===== config.mk =====
export PLATFORM = sky130hd
export DESIGN_NAME = mem_port_arbiter
export DESIGN_NICKNAME = d
export VERILOG_FILES = /design/src/rtl/mem_arb_pkg.sv /design/src/rtl/arb_priority.sv /design/src/rtl/mem_port_arbiter.sv
export SDC_FILE = /design/constraint.sdc
export NUM_CORES = 1
export LEC_CHECK = 0
export ABC_AREA = 1
export CAP_MARGIN = 5
export CELL_PAD_IN_SITES_DETAIL_PLACEMENT = 1
export CELL_PAD_IN_SITES_GLOBAL_PLACEMENT = 2
export CORE_MARGIN = 5
export CORE_UTILIZATION = 22
export DETAILED_ROUTE_END_ITERATION = 7
export GPL_ROUTABILITY_DRIVEN = 1
export PLACE_DENSITY = 0.91
export SETUP_SLACK_MARGIN = 0.2
export SLEW_MARGIN = 10
export SYNTH_ARGS = -nofsm -noshare
export SYNTH_HDL_FRONTEND = slang
export SYNTH_SLANG_ARGS = --single-unit

===== constraint.sdc =====
create_clock -name clk -period 2 [get_ports clk]
set_clock_uncertainty 0.1 [all_clocks]
set_input_delay 0.4 -clock clk [delete_from_list [all_inputs] [get_ports clk]]
set_output_delay 0.4 -clock clk [all_outputs]
set_load 0.05 [all_outputs]

===== src/rtl/mem_arb_pkg.sv =====
// Shared types for the processor memory port arbiter.
package mem_arb_pkg;

  typedef enum logic [1:0] {
    IDLE,
    REQ,
    WAIT_RESP
  } arb_state_t;

  typedef enum logic {
    OWN_I,
    OWN_D
  } arb_owner_t;

endpackage


===== src/rtl/arb_priority.sv =====
// Fetch vs load/store selection: D first, unless D has already won MAX_DSTREAK
// consecutive grants while a fetch was waiting.
module arb_priority
  import mem_arb_pkg::*;
#(
  parameter int MAX_DSTREAK = 4
) (
  input  logic       clk,
  input  logic       rst,
  input  logic       idle,
  input  logic       i_req,
  input  logic       d_req,
  input  logic       gnt_evt,
  input  arb_owner_t gnt_owner,
  output logic       sel_valid,
  output arb_owner_t sel_owner
);

  localparam int SW = $clog2(MAX_DSTREAK + 1);
  localparam logic [SW-1:0] STREAK_MAX = SW'(MAX_DSTREAK);

  logic [SW-1:0] streak;

  // Counts only D grants made while a fetch was held off; saturates at the limit.
  always_ff @(posedge clk) begin
    if (rst) begin
      streak <= '0;
    end else if (idle && !i_req) begin
      streak <= '0;
    end else if (gnt_evt) begin
      if (gnt_owner == OWN_I) begin
        streak <= '0;
      end else if (i_req && (streak != STREAK_MAX)) begin
        streak <= streak + 1'b1;
      end
    end
  end

  always_comb begin
    sel_valid = i_req | d_req;
    sel_owner = OWN_I;
    if (d_req && !(i_req && (streak == STREAK_MAX))) begin
      sel_owner = OWN_D;
    end
  end

endmodule


===== src/rtl/mem_port_arbiter.sv =====
// Shares one memory port between instruction fetch (I) and load/store (D),
// one transaction at a time, with a watchdog for lost responses.
//
//  state     | meaning
//  IDLE      | no transaction; requests sampled and one owner selected
//  REQ       | proc_req driven, waiting for mem_ready
//  WAIT_RESP | request accepted, waiting for valid
module mem_port_arbiter
  import mem_arb_pkg::*;
#(
  parameter int bits        = 32,
  parameter int MAX_DSTREAK = 4,
  parameter int TIMEOUT     = 64
) (
  input  logic            clk,
  input  logic            rst,
  input  logic            i_req,
  input  logic [bits-1:0] i_addr,
  output logic            i_gnt,
  output logic            i_valid,
  output logic [bits-1:0] i_rdata,
  input  logic            d_req,
  input  logic            d_we,
  input  logic [bits-1:0] d_addr,
  input  logic [bits-1:0] d_wdata,
  output logic            d_gnt,
  output logic            d_valid,
  output logic [bits-1:0] d_rdata,
  output logic            proc_req,
  output logic [bits-1:0] Add,
  output logic            we,
  output logic [bits-1:0] Wdata,
  input  logic            mem_ready,
  input  logic            valid,
  input  logic [bits-1:0] Rdata,
  output logic            err
);

  localparam int WW = $clog2(TIMEOUT);
  localparam logic [WW-1:0] WDOG_LAST = WW'(TIMEOUT - 1);

  arb_state_t state, state_nxt;
  arb_owner_t owner, owner_nxt;
  logic [WW-1:0] wdog, wdog_nxt;

  logic            proc_req_nxt, we_nxt, err_nxt;
  logic [bits-1:0] add_nxt, wdata_nxt, i_rdata_nxt, d_rdata_nxt;
  logic            i_gnt_nxt, d_gnt_nxt, i_valid_nxt, d_valid_nxt;
  logic            gnt_evt, sel_valid;
  arb_owner_t      sel_owner;

  arb_priority #(
    .MAX_DSTREAK(MAX_DSTREAK)
  ) u_priority (
    .clk      (clk),
    .rst      (rst),
    .idle     (state == IDLE),
    .i_req    (i_req),
    .d_req    (d_req),
    .gnt_evt  (gnt_evt),
    .gnt_owner(owner),
    .sel_valid(sel_valid),
    .sel_owner(sel_owner)
  );

  always_ff @(posedge clk) begin
    if (rst) begin
      state    <= IDLE;
      owner    <= OWN_I;
      wdog     <= '0;
      proc_req <= 1'b0;
      Add      <= '0;
      we       <= 1'b0;
      Wdata    <= '0;
      i_gnt    <= 1'b0;
      d_gnt    <= 1'b0;
      i_valid  <= 1'b0;
      d_valid  <= 1'b0;
      i_rdata  <= '0;
      d_rdata  <= '0;
      err      <= 1'b0;
    end else begin
      state    <= state_nxt;
      owner    <= owner_nxt;
      wdog     <= wdog_nxt;
      proc_req <= proc_req_nxt;
      Add      <= add_nxt;
      we       <= we_nxt;
      Wdata    <= wdata_nxt;
      i_gnt    <= i_gnt_nxt;
      d_gnt    <= d_gnt_nxt;
      i_valid  <= i_valid_nxt;
      d_valid  <= d_valid_nxt;
      i_rdata  <= i_rdata_nxt;
      d_rdata  <= d_rdata_nxt;
      err      <= err_nxt;
    end
  end

  always_comb begin
    state_nxt    = state;
    owner_nxt    = owner;
    wdog_nxt     = '0;
    proc_req_nxt = proc_req;
    add_nxt      = Add;
    we_nxt       = we;
    wdata_nxt    = Wdata;
    i_gnt_nxt    = 1'b0;
    d_gnt_nxt    = 1'b0;
    i_valid_nxt  = 1'b0;
    d_valid_nxt  = 1'b0;
    i_rdata_nxt  = i_rdata;
    d_rdata_nxt  = d_rdata;
    err_nxt      = 1'b0;
    gnt_evt      = 1'b0;

    case (state)
      IDLE: begin
        if (sel_valid) begin
          owner_nxt    = sel_owner;
          proc_req_nxt = 1'b1;
          state_nxt    = REQ;
          if (sel_owner == OWN_D) begin
            add_nxt   = d_addr;
            we_nxt    = d_we;
            wdata_nxt = d_wdata;
          end else begin
            add_nxt   = i_addr;
            we_nxt    = 1'b0;
            wdata_nxt = '0;
          end
        end
      end

      REQ, WAIT_RESP: begin
        // Watchdog wins over a response arriving on the last allowed cycle.
        if (wdog == WDOG_LAST) begin
          proc_req_nxt = 1'b0;
          err_nxt      = 1'b1;
          state_nxt    = IDLE;
        end else begin
          wdog_nxt = wdog + 1'b1;
          if (state == REQ && mem_ready) begin
            proc_req_nxt = 1'b0;
            gnt_evt      = 1'b1;
            i_gnt_nxt    = (owner == OWN_I);
            d_gnt_nxt    = (owner == OWN_D);
            state_nxt    = WAIT_RESP;
          end
          if ((state == WAIT_RESP || mem_ready) && valid) begin
            if (owner == OWN_D) begin
              d_valid_nxt = 1'b1;
              d_rdata_nxt = Rdata;
            end else begin
              i_valid_nxt = 1'b1;
              i_rdata_nxt = Rdata;
            end
            state_nxt = IDLE;
            wdog_nxt  = '0;
          end
        end
      end

      default: state_nxt = IDLE;
    endcase
  end

endmodule


# Yosys cells after proc, flatten, opt, wreduce, memory -nomap -nowiden
# Cells that the tools add are included.
classes:
  addsub: 2
  eq_ne: 9
  muxes: 21
  n_bitwise: 6
  n_reduce_logical: 23
op_table:
  columns: ["op", "count"]
  rows:
  - ["2-to-1 mux 32 bit", 2]
  - ["OR reduction 4 bit", 3]
  - ["2-to-1 mux 1 bit", 11]
  - ["2-to-1 mux 2 bit", 4]
  - ["AND reduction 4 bit", 2]
  - ["adder 6 x 1 -> 6 bit, second input constant", 1]
  - ["equality test 6 bit, second input constant", 1]
  - ["logical AND 1 bit", 6]
  - ["2-to-1 mux 3 bit", 2]
  - ["inequality test 3 bit, second input constant", 2]
  - ["AND reduction 2 bit", 3]
  - ["OR reduction 2 bit", 3]
  - ["inverter 1 bit", 5]
  - ["inequality test 4 bit, second input constant", 1]
  - ["case mux 2 bit (2 select lines)", 1]
  - ["adder 3 x 1 -> 3 bit, second input constant", 1]
  - ["equality test 3 bit, second input constant", 1]
  - ["AND reduction 3 bit", 1]
  - ["equality test 2 x 1 -> 1 bit, second input constant", 1]
  - ["equality test 2 bit, second input constant", 1]
  - ["zero test 1 bit", 2]
  - ["zero test 2 bit", 1]
  - ["inequality test 2 x 1 -> 1 bit, second input constant", 1]
  - ["inequality test 2 bit, second input constant", 1]
  - ["4 further kinds", 4]
word_totals:
  regBits: 147
  in_bits: 135
  output_inout_bits: 135
  wordCells: 76

# Longest topological paths before layout
# Gate-level depths: netlist of run 1.
logic_depth:
  word_depth: 6
  ltp_mapped: 11
  ltp_nobuf: 9

# Cells and area by module
# From an unflattened synthesis of run 1, not the netlist that was laid out.
unflattened:
  hier_cells: 748
  area_unflattened_um2: 6008.3
modules_own_cells:
  columns: ["mod", "instances", "cells_each", "area_each_um2", "seq_area_each_um2"]
  rows:
  - ["mem_port_arbiter", 1, 715, 5776.8, 2882.8]
  - ["arb_priority", 1, 33, 231.5, 60.1]

# Least setup slack after synthesis of run 1
# OpenSTA, ideal clock, no wires.
synth_path:
  kind: "flip-flop to flip-flop"
  startpoint: "register state[0]"
  endpoint: "register d_rdata[11]"
  setup_time_ps: 64
  arrival_time_ps: 1409
  required_time_ps: 1836
  path_slack_ps: 426
  path_stages_with_launch: 10
  period_less_slack_ps: 1574
  cell_sequence: "dfxtp_1 > inv_1 > ha_1 > inv_2 > nor2_2 > nand3_2 > inv_2 > buf_2 > nor2_1 > nor2_1"
synth_via:
  elab_chain_len: 4
  word_cells_on_any_way: 6
  classes_between: "2 x eq/ne; 4 x reduce/logical"
synth_lines:
  columns: ["element", "line_no", "text"]
  rows:
  - ["start, declared", "mem_port_arbiter.sv:42", "arb_state_t state, state_nxt;"]
  - ["start signal, assigned", "mem_port_arbiter.sv:83", "state <= state_nxt;"]
  - ["equality test 2 bit", "mem_port_arbiter.sv:117, mem_port_arbiter.sv:150", null]
  - ["logical OR 1 bit", "mem_port_arbiter.sv:150", "if ((state == WAIT_RESP || mem_ready) && valid) begin"]
  - ["logical AND 1 bit", "mem_port_arbiter.sv:150", null]
  - ["AND reduction 4 bit (no line) (*)", null, null]
  - ["end signal, assigned", "mem_port_arbiter.sv:95", "d_rdata <= d_rdata_nxt;"]
  - ["end, declared", "mem_port_arbiter.sv:28", "output logic [bits-1:0] d_rdata,"]
# Mark *: on every way between the ends. The rest lies on a longest branch, timed or not.
# A chain may end at the register's enable or synchronous reset.

# Worst setup path after layout of run 1
layout_path:
  startpoint: "register state[0]"
  endpoint: "register d_rdata[9]"
# Same word-level chain as after synthesis.

==> results of run 1 <==
## power groups by stage
stage               combinational (mW)  clock, mW  sequential (mW)
detailed placement                6.09          0             4.02
floorplan                         1.99          0             6.05
global route                      6.68       3.42             4.08
CTS                               6.03       3.29             3.98
global placement                  6.01          0             4.01
finish                            6.20       3.18             4.00
## cell type report
cell class / count / area (um2) / area share
inverters: 50 / 210 / 0.0219
multi-input cells: 503 / 2610 / 0.272
clock inverters: 15 / 146 / 0.0153
well taps: 335 / 419 / 0.0437
repair buffers: 307 / 2840 / 0.296
clock buffers: 17 / 425 / 0.0443
flip-flops and latches: 147 / 2950 / 0.307
## worst max path at each step
stage                startpoint          end  slack (ps)  depth (start not counted)
CTS                 d_rdata[23]  d_rdata[23]         160                          1
global placement      mem_ready  d_rdata[13]         -40                          7
floorplan              state[0]  d_rdata[11]         430                          9
detailed placement    mem_ready  d_rdata[15]        -120                          7
global route           state[0]   d_rdata[9]         140                          9
finish                 state[0]   d_rdata[9]         210                          9
## Yosys cell counts
cell      instances
nor2_1          149
dfxtp_1         147
nand2_1         124
nand3_1          71
o21ai_0          64
a21oi_1          40
inv_1            27
o211ai_1         27
buf_2            24
inv_2            23
clkbuf_1         17
buf_6             8
ha_1              6
o211ai_2          6
xor2_1            3
nand3_2           2
nand4_1           2
nor2_2            2
nor3_1            2
o21ai_1           2
buf_4             1
nand2_2           1
nor3b_1           1
o21ai_2           1
## per-layer routing
metal  track usage  vias to the layer above  share of wire
met2         0.235                      212           0.47
met4        0.0386                        2          0.014
met1         0.175                     2843           0.43
met3        0.0526                       25          0.090
met5             0                        -        0.00031
li1              -                     2994              -
## cells by family (layout without fill, tap and decap cells)
family / count (synthesis) / count (layout) / synth area share
AND/OR/NAND/NOR: 354 / 354 / 0.251
flip-flops: 147 / 147 / 0.509
AO/OA/AOI/OAI: 140 / 140 / 0.141
buffers and inverters: 100 / 389 / 0.0812
adder cells (fa/ha/maj): 6 / 6 / 0.0130
XOR/XNOR: 3 / 3 / 0.00455
## worst register-to-register path: stages (launching register included)
cell       delay (ps)
dfxtp_2           350
inv_2              60
ha_4              180
o21ai_4           200
nor2_4             70
nand3_4           220
clkinv_8          140
clkbuf_16         190
nor2_2            100
nor2_1             60
## per-stage QoR
stage / area, um2 / total power, mW / std cells / hold WS, ps
2_1_floorplan: 5780 / 8.04 / 750 / 318
3_3_place_gp: 8710 / 10.0 / 1332 / 330
3_5_place_dp: 8710 / 10.1 / 1332 / 359
4_1_cts: 9300 / 13.3 / 1364 / 369
5_1_grt: 9600 / 14.2 / 1374 / 388
6_report: 9600 / 13.4 / 1374 / 360
## registers in the layout, summed over array words and instances (netlist names)
register,flops
proc_req,1
i_valid,1
i_rdata,32
u_priority.streak,3
i_gnt,1
owner,1
d_gnt,1
err,1
d_valid,1
wdog,6
Add,32
state,2
we,1
Wdata,32
d_rdata,32
## timing repair
action | 4_1_cts | 5_1_grt
gates resized for setup | 77 | 150
pin swaps | 0 | 11
setup endpoints to repair | 106 | 102
setup buffers | 0 | 4
cloned | 0 | 6
==> results.toml, run 1 <==
[run_status]
status = "finished, final reports clean"

[setup_path]
r2r_slack_ps = 210
crit_type = "reg2reg"
critPathLaunchType = "register"
critPathArrivalTime_ps = 2000
cpMaxStageDelayCell = "dfxtp_2"
crit_buf_inv = 3
cp-end-kind = "register"
cp.required_ps = 2200
cp_cell_sequence = "inv_2, ha_4, o21ai_4, nor2_4, nand3_4, clkinv_8, clkbuf_16, nor2_2, nor2_1"
crit_family = "simple AND/OR/NAND/NOR gates"
r2r_end = "d_rdata[9]"
cpPeakStageDelay_ps = 350
cp_max_fo = 8
rr_startpoint = "state[0]"
r2r_cells = 9

[drt]
drt_first_pass_iters = 4
viasPerCell = 4.42
ant_nets = 0
drt-initial-drc-count = 218
vias = 6076
routed_wl_um = 22400
drcViolationCount = 0
routedWlPerCell_um = 16.3

[hold_path]
min-delay-start = "wdog[0]"
hold_depth = 1
min_path_type = "reg2reg"
whs_endpoint = "wdog[0]"

[clock_network]
cts_root_buffer = "clkbuf_16"
clk_path_buf_depth = 2
clkSinkCount = 147
clk_pin_slew_worst_paths_ps = 60
cts_tree = "done"
holdBufCountCts = 0
cts.htree.levels = 4
clk_latency_ps = 420
cts_buffers = 17

[timing]
final-hold-violation-count = 0
finalSetupViolations = 0
slew_violations = 0
grt_setup_unrepaired = "true"
setup_slack_ps = 208
fmax_mhz = 558
finalCritPeriodShare = 0.896
finalCriticalPeriod_ps = 1790
setup_tns_ps = 0
slew-limit-headroom = 0.668
tightest_slew_ps = 499

[power]
switchingPower_mw = 6.03
p_leak_nw = 4.11
power.share.clock = 0.238
pwr-share-comb = 0.463
ir_worst_vdd_v = 0.000536
p_int_mw = 7.35
powerDensity_nw_per_um2 = 1390
seqPwrFrac = 0.299
switching_share = 0.451

[cells_and_area]
mostFrequentLayoutCells = "145 x dfxtp_1, 133 x clkdlybuf4s50_1, 123 x nand2_1"
drive_gt1_frac = 0.261
fillCellCount = 3075
fin_util = 0.369
fin_nets = 1167
diodes = 0
syn_to_final_growth_pct = 66.0
layout.cells.most_common = "dfxtp_1"

[global_route]
grt_max_degree = 53
antenna_found_initial = 1
first_global_vias = 6183
grt-ovfl-total = 0
grt_use_total = 0.142
grt_first_pass_wirelength_um = 33300

[logic_synthesis]
netlist_area_um2 = 5780
synth-seq-cells = 147
synth.avg_cell_area_um2 = 7.71
synthTopCellsByArea = "dfxtp_1 51%, nor2_1 9.7%, nand2_1 8.1%"
synth_top_cell_area_share = 0.509
synth_cell_types = 24
postSynthNetCount = 891
yosysWarnings = 0
yosysTopAreaCell = "dfxtp_1"
syn_inst = 750
synth_seq_area_share = 0.509

[placement]
dp_hpwl_um = 16000
place_ws_ps = -121
gp_congestion = 0.776
port_buffers = 269

[floorplan]
io_pins = 270
start_util = 0.222
die_area_um2 = 29600
coreArea_um2 = 26000
die_h_um = 172
row_count = 59
fp.dieW_um = 172

[flow_run]
cap_violations = 0
Note: power is estimated with default switching activity, not from simulation.
==> run 2: changes to the inputs <==
--- a/config.mk
+++ b/config.mk
@@ -10,10 +10,11 @@
 export CELL_PAD_IN_SITES_DETAIL_PLACEMENT = 1
 export CELL_PAD_IN_SITES_GLOBAL_PLACEMENT = 2
 export CORE_MARGIN = 5
-export CORE_UTILIZATION = 22
+export CORE_UTILIZATION = 30
 export DETAILED_ROUTE_END_ITERATION = 7
+export DONT_BUFFER_PORTS = 1
 export GPL_ROUTABILITY_DRIVEN = 1
-export PLACE_DENSITY = 0.91
+export PLACE_DENSITY = 0.82
 export SETUP_SLACK_MARGIN = 0.2
 export SLEW_MARGIN = 10
 export SYNTH_ARGS = -nofsm -noshare
==> run 2 against run 1 <==
  * Cell area is 28% lower
  * Sequential share of layout area grew 12 points
  * Die area down 25%
  * Via count fell by 20%
  * Critical path type unchanged
  * Register-to-register slack gained 60 ps
  * Critical path depth is the same
  * Highest routed layer is now met4
  * Combinational power shrank 58%
  * Clock power down 1%
  * Clock-buffer cell count rose by 1
  * Non-clock buffer count is 275 lower
  * Wire length shrank 19%
==> results.toml, run 2 (synthesis gave the netlist of run 1 again) <==
[setup_path]
cp.required_ps = 2200
cpMaxStageDelayCell = "dfxtp_2"
critPathArrivalTime_ps = 1940
cpPeakStageDelay_ps = 360
cp-end-kind = "register"
critPathLaunchType = "register"
crit_type = "reg2reg"
critPathMostFrequentCell = "inv_2"
cp_max_fo = 6
cp_cell_sequence = "inv_2, ha_4, inv_2, nor2_4, nand3_4, buf_12, clkbuf_16, o21ai_0, nor2_1"

[global_route]
first_global_vias = 4881
grt-ovfl-total = 0
grt_use_total = 0.156
antenna_found_initial = 0
grt_max_degree = 40
grt_first_pass_wirelength_um = 27300

[drt]
routed_wl_um = 18200
viasPerCell = 4.78
drt_first_pass_iters = 4
drt-initial-drc-count = 180
vias = 4891
routedWlPerCell_um = 17.8
ant_nets = 0
drcViolationCount = 0

[floorplan]
die_h_um = 149
fp.dieW_um = 149
row_count = 50
coreArea_um2 = 18800
io_pins = 270
start_util = 0.307
die_area_um2 = 22100

[timing]
slew_violations = 0
grt_setup_unrepaired = "false"
slew-limit-headroom = 0.588
tightest_slew_ps = 618
finalCriticalPeriod_ps = 1730
final-hold-violation-count = 0
setup_tns_ps = 0
finalCritPeriodShare = 0.866
finalSetupViolations = 0
fmax_mhz = 577

[cells_and_area]
stdcell_area_um2 = 6900
drive_gt1_frac = 0.139
fin_nets = 892
diodes = 0
mostFrequentLayoutCells = "149 x nor2_1, 145 x dfxtp_1, 123 x nand2_1"
layout.cells.most_common = "nor2_1"
syn_to_final_growth_pct = 19.4

[hold_path]
min_path_type = "in2reg"

[run_status]
status = "finished, final reports clean"

[placement]
dp_hpwl_um = 13100
postPlaceCellArea_um2 = 6100
port_buffers = 0
gp_congestion = 0.743

[clock_network]
cts.htree.levels = 4
cts_tree = "done"
cts_buffers = 17
cts_root_buffer = "clkbuf_16"
clk_latency_ps = 410
clkSinkCount = 147
clk_path_buf_depth = 2
clk_pin_slew_worst_paths_ps = 60

[flow_run]
cap_violations = 0

[power]
ir_worst_vdd_v = 0.000695
powerDensity_nw_per_um2 = 1730
report.power.total_mw = 12.0
p_leak_nw = 2.78
==> run 2: critical path, delay by kind of cell (launching register included) <==
kind / cells / cell delay (ps)
buffers and inverters: 4 / 440
AOI/OAI and AO/OA: 1 / 160
and+or+nand+nor: 3 / 300
adders and majority gates: 1 / 270
DFF: 1 / 360
==> run 2: layout make-up <==
cell class                 instances  area (um2)
fill                            2235       11900
sequential                       147        2950
multi-input combinational        503        2430
clock buffer                      18         429
timing repair buffer              32         427
tap                              260         325
inverter                          50         200
clock inverter                    14         150
==> run 2: timing repair <==
action	in CTS	in global routing
setup endpoints to repair	45	70
endpoints found under the hold margin	39	0
pin swaps	0	4
gates cloned	0	2
hold buffers	1	0
resized for setup	7	30
buffers inserted	0	6
==> run 2: final timing paths <==
kind | startpoint | end | slack (ps) | cells past startpoint
hold reg to reg | wdog[0] | wdog[0] | 350 | 1
setup reg to reg | state[1] | d_rdata[30] | 270 | 9
setup / recovery | state[1] | d_rdata[30] | 270 | 9
hold / removal | Rdata[17] | d_rdata[17] | 40 | 2
==> run 2: power by group <==
part / total, mW / switching (mW) / leakage (nW) / internal, mW
combinational: 2.61 / 1.64 / 1.30 / 0.971
sequential: 6.20 / 2.62 / 1.20 / 3.58
clock: 3.14 / 1.29 / 0.278 / 1.85
==> run 2: per-layer routing <==
layer,part of all wire,GRT usage
met5,0,0
met1,0.40,0.186
met3,0.11,0.0738
met2,0.47,0.255
met4,0.0098,0.0384
==> run 2: per-stage QoR <==
stage	setup WS (ps)	util	hold WS, ps	cells
finish	267	0.367	41.3	1024
global route	215	0.367	23.7	1024
CTS	201	0.357	22.2	1016
detailed placement	115	0.324	337	983
global placement	188	0.324	328	983
floorplan	426	-	318	750
